===== src/rtl/mux_arbiter_pkg.sv =====
// rtl/mux_arbiter_pkg.sv - shared types and constants for the round-robin mux arbiter
// Purpose : FSM state encoding, requester count, transfer-counter width.
// Ports   : none (package).
package mux_arbiter_pkg;

  typedef enum logic {
    IDLE = 1'b0,
    HOLD = 1'b1
  } state_t;

  localparam int N_REQ_C    = 4;
  localparam int IDX_W      = 2;
  localparam int XFER_CNT_W = 8;

  localparam logic [XFER_CNT_W-1:0] CNT_ONE = XFER_CNT_W'(1);

endpackage


===== src/rtl/mux_arbiter_rr_pick.sv =====
// rtl/mux_arbiter_rr_pick.sv - combinational round-robin winner search over four requesters
// Purpose : pick the first set request bit searching upward from (last+1) mod 4.
// Ports   : req    - request vector
//           last   - index of the most recently served requester
//           any    - at least one request is set
//           idx    - binary index of the winner (0 when none)
//           onehot - one-hot winner (all-zero when none)
module rr_pick
  import mux_arbiter_pkg::*;
(
  input  logic [N_REQ_C-1:0] req,
  input  logic [IDX_W-1:0]   last,
  output logic               any,
  output logic [IDX_W-1:0]   idx,
  output logic [N_REQ_C-1:0] onehot
);

  always_comb begin
    logic [IDX_W-1:0] v_cand;
    any    = 1'b0;
    idx    = '0;
    onehot = '0;
    v_cand = '0;
    // Offset N_REQ_C wraps back onto last itself, so the just-served
    // requester is considered only after every other one.
    for (int k = 1; k <= N_REQ_C; k++) begin
      v_cand = last + IDX_W'(k);
      if (!any && req[v_cand]) begin
        any = 1'b1;
        idx = v_cand;
      end
    end
    if (any) begin
      onehot = N_REQ_C'(1) << idx;
    end
  end

endmodule


===== src/rtl/mux_arbiter.sv =====
// rtl/mux_arbiter.sv - round-robin 4:1 arbiter with registered mux output and ready handshake
// Purpose : grants one of four requesters, latches its lane, holds it until ready_in,
//           re-arbitrates on completion with the served requester at lowest priority.
// Ports   : clk, reset_L          - clock, async active-low reset
//           req, data_in          - request bits and packed data lanes
//           ready_in              - downstream acceptance
//           grant, sel, data_out  - registered one-hot grant, index, captured lane
//           valid_out             - data_out holds an untransferred word
//           xfer_cnt              - completed transfer count (wraps)
module mux_arbiter
  import mux_arbiter_pkg::*;
#(
  parameter int WIDTH = 8,
  parameter int N_REQ = 4
) (
  input  logic                   clk,
  input  logic                   reset_L,
  input  logic [N_REQ-1:0]       req,
  input  logic [N_REQ*WIDTH-1:0] data_in,
  input  logic                   ready_in,
  output logic [N_REQ-1:0]       grant,
  output logic [IDX_W-1:0]       sel,
  output logic [WIDTH-1:0]       data_out,
  output logic                   valid_out,
  output logic [XFER_CNT_W-1:0]  xfer_cnt
);

  state_t                r_state;
  state_t                w_state_nxt;
  logic [N_REQ-1:0]      r_grant;
  logic [IDX_W-1:0]      r_sel;
  logic [WIDTH-1:0]      r_data;
  logic [IDX_W-1:0]      r_last;
  logic [XFER_CNT_W-1:0] r_cnt;

  logic                  w_done;
  logic [IDX_W-1:0]      w_last_eff;
  logic                  w_any;
  logic [IDX_W-1:0]      w_idx;
  logic [N_REQ-1:0]      w_onehot;
  logic                  w_load;
  logic [WIDTH-1:0]      w_lane;

  assign w_done     = (r_state == HOLD) && ready_in;
  // On completion the search must already see the updated pointer.
  assign w_last_eff = w_done ? r_sel : r_last;
  assign w_load     = w_any && ((r_state == IDLE) || w_done);
  assign w_lane     = data_in[w_idx*WIDTH +: WIDTH];

  rr_pick u_rr_pick (
    .req    (req),
    .last   (w_last_eff),
    .any    (w_any),
    .idx    (w_idx),
    .onehot (w_onehot)
  );

  // State register
  always_ff @(posedge clk or negedge reset_L) begin
    if (!reset_L) begin
      r_state <= IDLE;
    end else begin
      r_state <= w_state_nxt;
    end
  end

  // Next-state logic
  always_comb begin
    w_state_nxt = r_state;
    unique case (r_state)
      IDLE: if (w_any) w_state_nxt = HOLD;
      HOLD: if (w_done && !w_any) w_state_nxt = IDLE;
      default: w_state_nxt = IDLE;
    endcase
  end

  // Output logic
  always_comb begin
    valid_out = (r_state == HOLD);
  end

  // Grant / datapath registers
  always_ff @(posedge clk or negedge reset_L) begin
    if (!reset_L) begin
      r_grant <= '0;
      r_sel   <= '0;
      r_data  <= '0;
      r_last  <= IDX_W'(N_REQ_C - 1);
      r_cnt   <= '0;
    end else begin
      if (w_done) begin
        r_last <= r_sel;
        r_cnt  <= r_cnt + CNT_ONE;
      end
      if (w_load) begin
        r_grant <= w_onehot;
        r_sel   <= w_idx;
        r_data  <= w_lane;
      end else if (w_done) begin
        // Dropping to IDLE: sel and data_out keep the last word.
        r_grant <= '0;
      end
    end
  end

  assign grant    = r_grant;
  assign sel      = r_sel;
  assign data_out = r_data;
  assign xfer_cnt = r_cnt;

endmodule


===== config.mk =====
export PLATFORM = sky130hd
export DESIGN_NAME = mux_arbiter
export DESIGN_NICKNAME = d
export VERILOG_FILES = /design/src/rtl/mux_arbiter_pkg.sv /design/src/rtl/mux_arbiter_rr_pick.sv /design/src/rtl/mux_arbiter.sv
export SDC_FILE = /design/constraint.sdc
export NUM_CORES = 1
export LEC_CHECK = 0
export CORE_MARGIN = 2
export CORE_UTILIZATION = 42
export DETAILED_ROUTE_END_ITERATION = 16
export HOLD_SLACK_MARGIN = 0.02
export MAX_ROUTING_LAYER = met4
export PLACE_DENSITY = 0.83
export SYNTH_ARGS = -nofsm -noshare
export SYNTH_HDL_FRONTEND = slang
export SYNTH_SLANG_ARGS = --single-unit

===== constraint.sdc =====
create_clock -name clk -period 2.87 [get_ports clk]
set_clock_uncertainty 0.15 [all_clocks]
set_input_delay 0.574 -clock clk [delete_from_list [all_inputs] [get_ports clk]]
set_output_delay 0.574 -clock clk [all_outputs]
set_load 0.03 [all_outputs]

Word-level counts from Yosys, hierarchy flattened
Index checks and enable logic that the tools add are counted.
{"block": "word_totals", "reg_bits": 25, "in_bits": 39}
{"block": "classes", "n_addsub": 4, "order_cmp": 4, "n_shift": 2, "n_mux": 23, "bitwise": 1, "reduce_logical": 12}
{"operator": "32-bit by 6-bit variable part select with 8-bit output", "count": 1}
{"operator": "2-bit by 3-bit less-than comparator with 1-bit output, second input constant", "count": 4}
{"operator": "4-bit 2-to-1 mux", "count": 3}
{"operator": "1-bit 2-to-1 mux", "count": 10}
{"operator": "2-bit 2-to-1 mux", "count": 5}
{"operator": "8-bit by 1-bit adder with 8-bit output, second input constant", "count": 1}
{"operator": "1-bit binary-select mux with 2-bit select", "count": 4}
{"operator": "1-bit logical AND", "count": 6}
{"operator": "2-bit adder, second input constant", "count": 2}
{"operator": "1-bit logical NOT", "count": 4}
{"operator": "1-bit by 2-bit left shift with 4-bit output, first input constant", "count": 1}
{"operator": "2-bit by 1-bit adder with 2-bit output, second input constant", "count": 1}
{"operator": "1-bit one-hot mux with 2 select lines", "count": 1}
{"operator": "2-bit nonzero test", "count": 1}
{"operator": "1-bit logical OR", "count": 1}
{"operator": "1-bit NOT", "count": 1}

Longest topological paths before layout
{"block": "logic_depth", "ltp_word": 19, "ltp_mapped": 8}

Hierarchy
Synthesis repeated with hierarchy kept, for this count alone.
{"block": "unflattened", "cells_unflattened": 114, "area_unflattened_um2": 1443.9}
{"mod": "mux_arbiter", "n_inst": 1, "cells_each": 84, "area_per_inst_um2": 1242.4}
{"mod": "rr_pick", "n_inst": 1, "cells_each": 30, "area_per_inst_um2": 201.4}

Worst setup path after synthesis
No wires, ideal clock.
{"block": "synth_path", "kind": "register -> register", "start": "reg r_state (netlist: valid_out)", "end": "reg r_data[6] (netlist: data_out[6])", "arrival_ns": 1.899, "required_ns": 2.583, "setup_slack_ns": 0.684, "path_stages_with_launch": 7, "n_path_buf": 0, "synth_period_minus_slack_ns": 2.186, "cell_sequence": "dfrtp_1 nand2_2 mux2i_4 a2111oi_0 a31oi_2 a211oi_2 a311oi_2"}
{"block": "synth_via", "elab_chain_cells": 16}
{"item": "from (decl)", "line": "mux_arbiter.sv:28", "text": "state_t r_state;"}
{"item": "from (signal assigned)", "line": "mux_arbiter.sv:63", "text": "r_state <= w_state_nxt;"}
{"item": "1-bit logical AND", "line": "mux_arbiter.sv:44", "text": "assign w_done = (r_state == HOLD) && ready_in;"}
{"item": "2-bit 2-to-1 mux", "line": "mux_arbiter.sv:46", "text": "assign w_last_eff = w_done ? r_sel : r_last;"}
{"item": "2-bit by 1-bit adder with 2-bit output", "line": "mux_arbiter_rr_pick.sv:27", "text": "v_cand = last + IDX_W'(k);"}
{"item": "1-bit binary-select mux with 2-bit select", "line": "mux_arbiter_rr_pick.sv:28", "text": "if (!any && req[v_cand]) begin"}
{"item": "1-bit 2-to-1 mux (not written as such)", "line": "mux_arbiter_rr_pick.sv:28"}
{"item": "1-bit 2-to-1 mux", "line": "mux_arbiter_rr_pick.sv:28"}
{"item": "1-bit logical NOT", "line": "mux_arbiter_rr_pick.sv:28"}
{"item": "1-bit logical AND", "line": "mux_arbiter_rr_pick.sv:28"}
{"item": "1-bit 2-to-1 mux", "line": "mux_arbiter_rr_pick.sv:28"}
{"item": "1-bit logical NOT", "line": "mux_arbiter_rr_pick.sv:28"}
{"item": "1-bit logical AND", "line": "mux_arbiter_rr_pick.sv:28"}
{"item": "1-bit 2-to-1 mux", "line": "mux_arbiter_rr_pick.sv:28"}
{"item": "1-bit logical NOT", "line": "mux_arbiter_rr_pick.sv:28"}
{"item": "1-bit logical AND", "line": "mux_arbiter_rr_pick.sv:28"}
{"item": "2-bit 2-to-1 mux or 1-bit 2-to-1 mux (tied branches)", "line": "mux_arbiter_rr_pick.sv:28"}
{"item": "32-bit by 6-bit variable part select with 8-bit output or 1-bit logical AND (tied branches)", "line": "mux_arbiter.sv:48, mux_arbiter.sv:47"}
{"item": "to (signal assigned)", "line": "mux_arbiter.sv:98", "text": "r_data <= w_lane;"}
{"item": "to (decl)", "line": "mux_arbiter.sv:32", "text": "logic [WIDTH-1:0] r_data;"}
Parallel ways exist; a longest one is shown, timed or not. The select of a mux whose other input is x is not followed.
A chain may end at the register's enable or synchronous reset.

Worst setup path in the final report
{"block": "layout_path", "start": "in ready_in", "end": "reg r_data[7] (netlist: data_out[7])"}
{"block": "layout_via", "elab_chain_cells": 16}
{"item": "from (decl)", "line": "mux_arbiter.sv:20", "text": "input logic ready_in,"}
{"item": "1-bit logical AND *", "line": "mux_arbiter.sv:44"}
{"item": "2-bit 2-to-1 mux", "line": "mux_arbiter.sv:46"}
{"item": "2-bit by 1-bit adder with 2-bit output", "line": "mux_arbiter_rr_pick.sv:27"}
{"item": "1-bit binary-select mux with 2-bit select", "line": "mux_arbiter_rr_pick.sv:28"}
{"item": "1-bit 2-to-1 mux (not written as such)", "line": "mux_arbiter_rr_pick.sv:28"}
{"item": "1-bit 2-to-1 mux", "line": "mux_arbiter_rr_pick.sv:28"}
{"item": "1-bit logical NOT", "line": "mux_arbiter_rr_pick.sv:28"}
{"item": "1-bit logical AND", "line": "mux_arbiter_rr_pick.sv:28"}
{"item": "1-bit 2-to-1 mux", "line": "mux_arbiter_rr_pick.sv:28"}
{"item": "1-bit logical NOT", "line": "mux_arbiter_rr_pick.sv:28"}
{"item": "1-bit logical AND", "line": "mux_arbiter_rr_pick.sv:28"}
{"item": "1-bit 2-to-1 mux", "line": "mux_arbiter_rr_pick.sv:28"}
{"item": "1-bit logical NOT", "line": "mux_arbiter_rr_pick.sv:28"}
{"item": "1-bit logical AND", "line": "mux_arbiter_rr_pick.sv:28"}
{"item": "2-bit 2-to-1 mux or 1-bit 2-to-1 mux (tied branches)", "line": "mux_arbiter_rr_pick.sv:28"}
{"item": "32-bit by 6-bit variable part select with 8-bit output or 1-bit logical AND (tied branches)", "line": "mux_arbiter.sv:48, mux_arbiter.sv:47"}
Every way passes the cells marked *; elsewhere a longest branch is shown, timed or not. The select of a mux whose other input is x is not followed.

==> results.yml <==
finish:
  fill_cells: 272
  diodes: 0
  layout_common_cells: "clkdlybuf4s50_1, nand2_1, dfrtp_1"
  multi_input_area_um2: 752.0
  layout.cells.non_filler: 258
  final_common_cell: "clkdlybuf4s50_1"
  regArea_um2: 628.1
  fin_nets: 253
  drive_above_1_share_pct: 14.62
  syn2layout_area_growth_pct: 52.52
power_and_ir_drop:
  irDropWorstVdd_mv: 0.3856
  p_sw_uw: 772.0
  intPower_uw: 1001
  p_sw_share_pct: 43.54
  combPwrFrac_pct: 56.7
  p_seq_share_pct: 33.8
  p_clk_share_pct: 9.5
  power.total_uw: 1773
  total_leakage_power_uw: 0.0008689
  powerDensity_mw_per_mm2: 820.0
clock_tree:
  cts_resized: 0
  root_buffer: "clkbuf_4"
  cts_sinks: 25
  cts_setup_buffers: 0
  worstSkewPairLatency_ns: 0.33
  cts_buffer_depth: 2
  path_clk_slew_ns: 0.14
  postCtsHoldBufs: 0
  cts_tree: "built"
  cts_buffers: 3
  htree_levels: 1
timing:
  finalHoldViolCount: 0
  fmax_mhz: 395.8
  min_period_ns: 2.526
  setup_slack_ns: 0.3437
  fin_crit_sh_pct: 88.02
  rsz0062_at_grt: "no"
  holdWs_ns: 0.3486
  drv_slew: 0
  setup_viol: 0
  relSlewSlack_pct: 58.57
  worst-slew-pin-transition_ns: 0.6136
grt:
  met2_usage_pct: 36.46
  antenna_found_initial: 0
  grt_max_degree: 26
  grt_pass1_wl_mm: 5.982
  busiest_layer: "met2"
  use_met3_pct: 4.141
  grt.total_usage_pct: 22.00
  overflow: 0
  grtUsageMet1_pct: 26.11
  grt_pass1_vias: 1392
placed_design:
  io_buffers: 61
  gp_congestion: 0.9138
  place_ws_ns: -0.08052
  dp_cells: 254
  hpwlAfterDp_mm: 2.862
critical_path:
  worstPathRequired_ns: 2.95
  worstPathMaxFanout: 10
  cp-start-kind: "input pin"
  crit_arrival_ns: 2.60
  critical_path_class: "in -> reg"
  endpoint_kind: "flop"
flow_run:
  drv_cap: 0
outcome:
  status: "finished, final reports clean"
logic_synthesis:
  synthesis.instances: 143
  avgSynthCellArea_um2: 9.913
  synth-seq-cells: 25
  ys_warn_count: 0
  ys_async_sr_fraction_pct: 100.0
  ys.flop_type: "dfrtp_1"
  netlist_area_mm2: 0.001418
  yosysSeqAreaShare_pct: 44.31
  synthDistinctLibCells: 40
  syn-num-nets: 183
  synth_edf_count: 0
route:
  vias: 1367
  viasPerCell: 5.298
  drt-total-wl_mm: 3.615
  postRouteAntennaNets: 0
  drt-wirelength-per-cell_um: 14.01
  first_pass_iters: 4
  drt_iter0_drc: 59
  drcViolationCount: 0
floorplan:
  start_util_pct: 43.16
  core_mm2: 0.003284
  pin_count: 62
  die_h_um: 62.10
  die_w_um: 62.10
  dieArea_mm2: 0.003856
  placementRows: 21
hold_path:
  min_path_type: "reg -> reg"
## through the flow
stage	area, µm²	setup TNS [ns]	utilization, %
finish	2162	0	65.83
global placement	2132	0	64.91
detailed placement	2132	-0.4960	64.91
CTS	2162	0	65.83
global route	2162	0	65.83
floorplan	1418	0	-
## power by group through the flow
stage | registers [µW] | clock network, µW | logic [µW]
2_1_floorplan | 835 | 0 | 354
3_3_place_gp | 600 | 0 | 991
3_5_place_dp | 606 | 0 | 1010
4_1_cts | 600 | 170 | 1010
5_1_grt | 618 | 185 | 1090
6_report | 599 | 168 | 1010
## synth_stat cells (4+ instances only)
cell type	n	area, µm²
a211oi_1	7	52.55
a311oi_1	7	61.31
dfrtp_1	23	575.6
nand2_1	23	86.33
nand2b_1	4	25.02
nand3_1	7	35.03
nor2_1	13	48.80
o21a_1	8	60.06
o21ai_0	4	20.02
xnor2_1	4	35.03
## critical path: stages
cell and delay (ns):
clkdlybuf4s50_1 0.58, nand2_2 0.11, mux2i_4 0.21, a2111oi_0 0.52, a31oi_2 0.21, a211oi_1 0.30
a311oi_1 0.08
## path summary, 6_finish.rpt
check	end	cells after the start	slack (ns)	start
min reg2reg	xfer_cnt[7]	1	0.35	xfer_cnt[7]
max reg2reg	data_out[7]	6	0.61	r_last[1]
max	data_out[7]	7	0.34	ready_in
max in group asynchronous	r_last[0]	2	1.85	reset_L
min	xfer_cnt[7]	1	0.35	xfer_cnt[7]
min in group asynchronous	valid_out	2	0.43	reset_L
## layer usage
metal | vias to the layer above | wire length [µm]
li1 | 656 | -
met1 | 623 | 1537
met2 | 83 | 1722
met3 | 5 | 296
met4 | 0 | 59
met5 | - | 0
## sequential cells by signal, indices dropped and copies added (netlist names)
register   count
data_out       8
grant          4
r_last         2
sel            2
valid_out      1
xfer_cnt       8
## cells by family (layout without fill, tap and decap cells)
| group | after synthesis | in the layout | share of synthesized area, % |
|---|---|---|---|
| buffers and inverters | 7 | 76 | 2.647 |
| AO/OA/AOI/OAI | 43 | 43 | 25.86 |
| multiplexers | 3 | 3 | 3.177 |
| AND/OR/NAND/NOR | 57 | 57 | 18.80 |
| XOR/XNOR | 7 | 7 | 4.325 |
| adder cells (fa/ha/maj) | 1 | 1 | 0.8825 |
| flip-flops | 25 | 25 | 44.31 |
## layout make-up
cell class	count	area share, %
Clock buffer	3	1.042
Clock inverter	1	0.3472
Multi-Input combinational cell	111	34.78
Sequential cell	25	29.05
Inverter	3	0.5208
Tap cell	46	2.662
Timing Repair Buffer	69	31.60
Power figures use the tool's default switching activity.
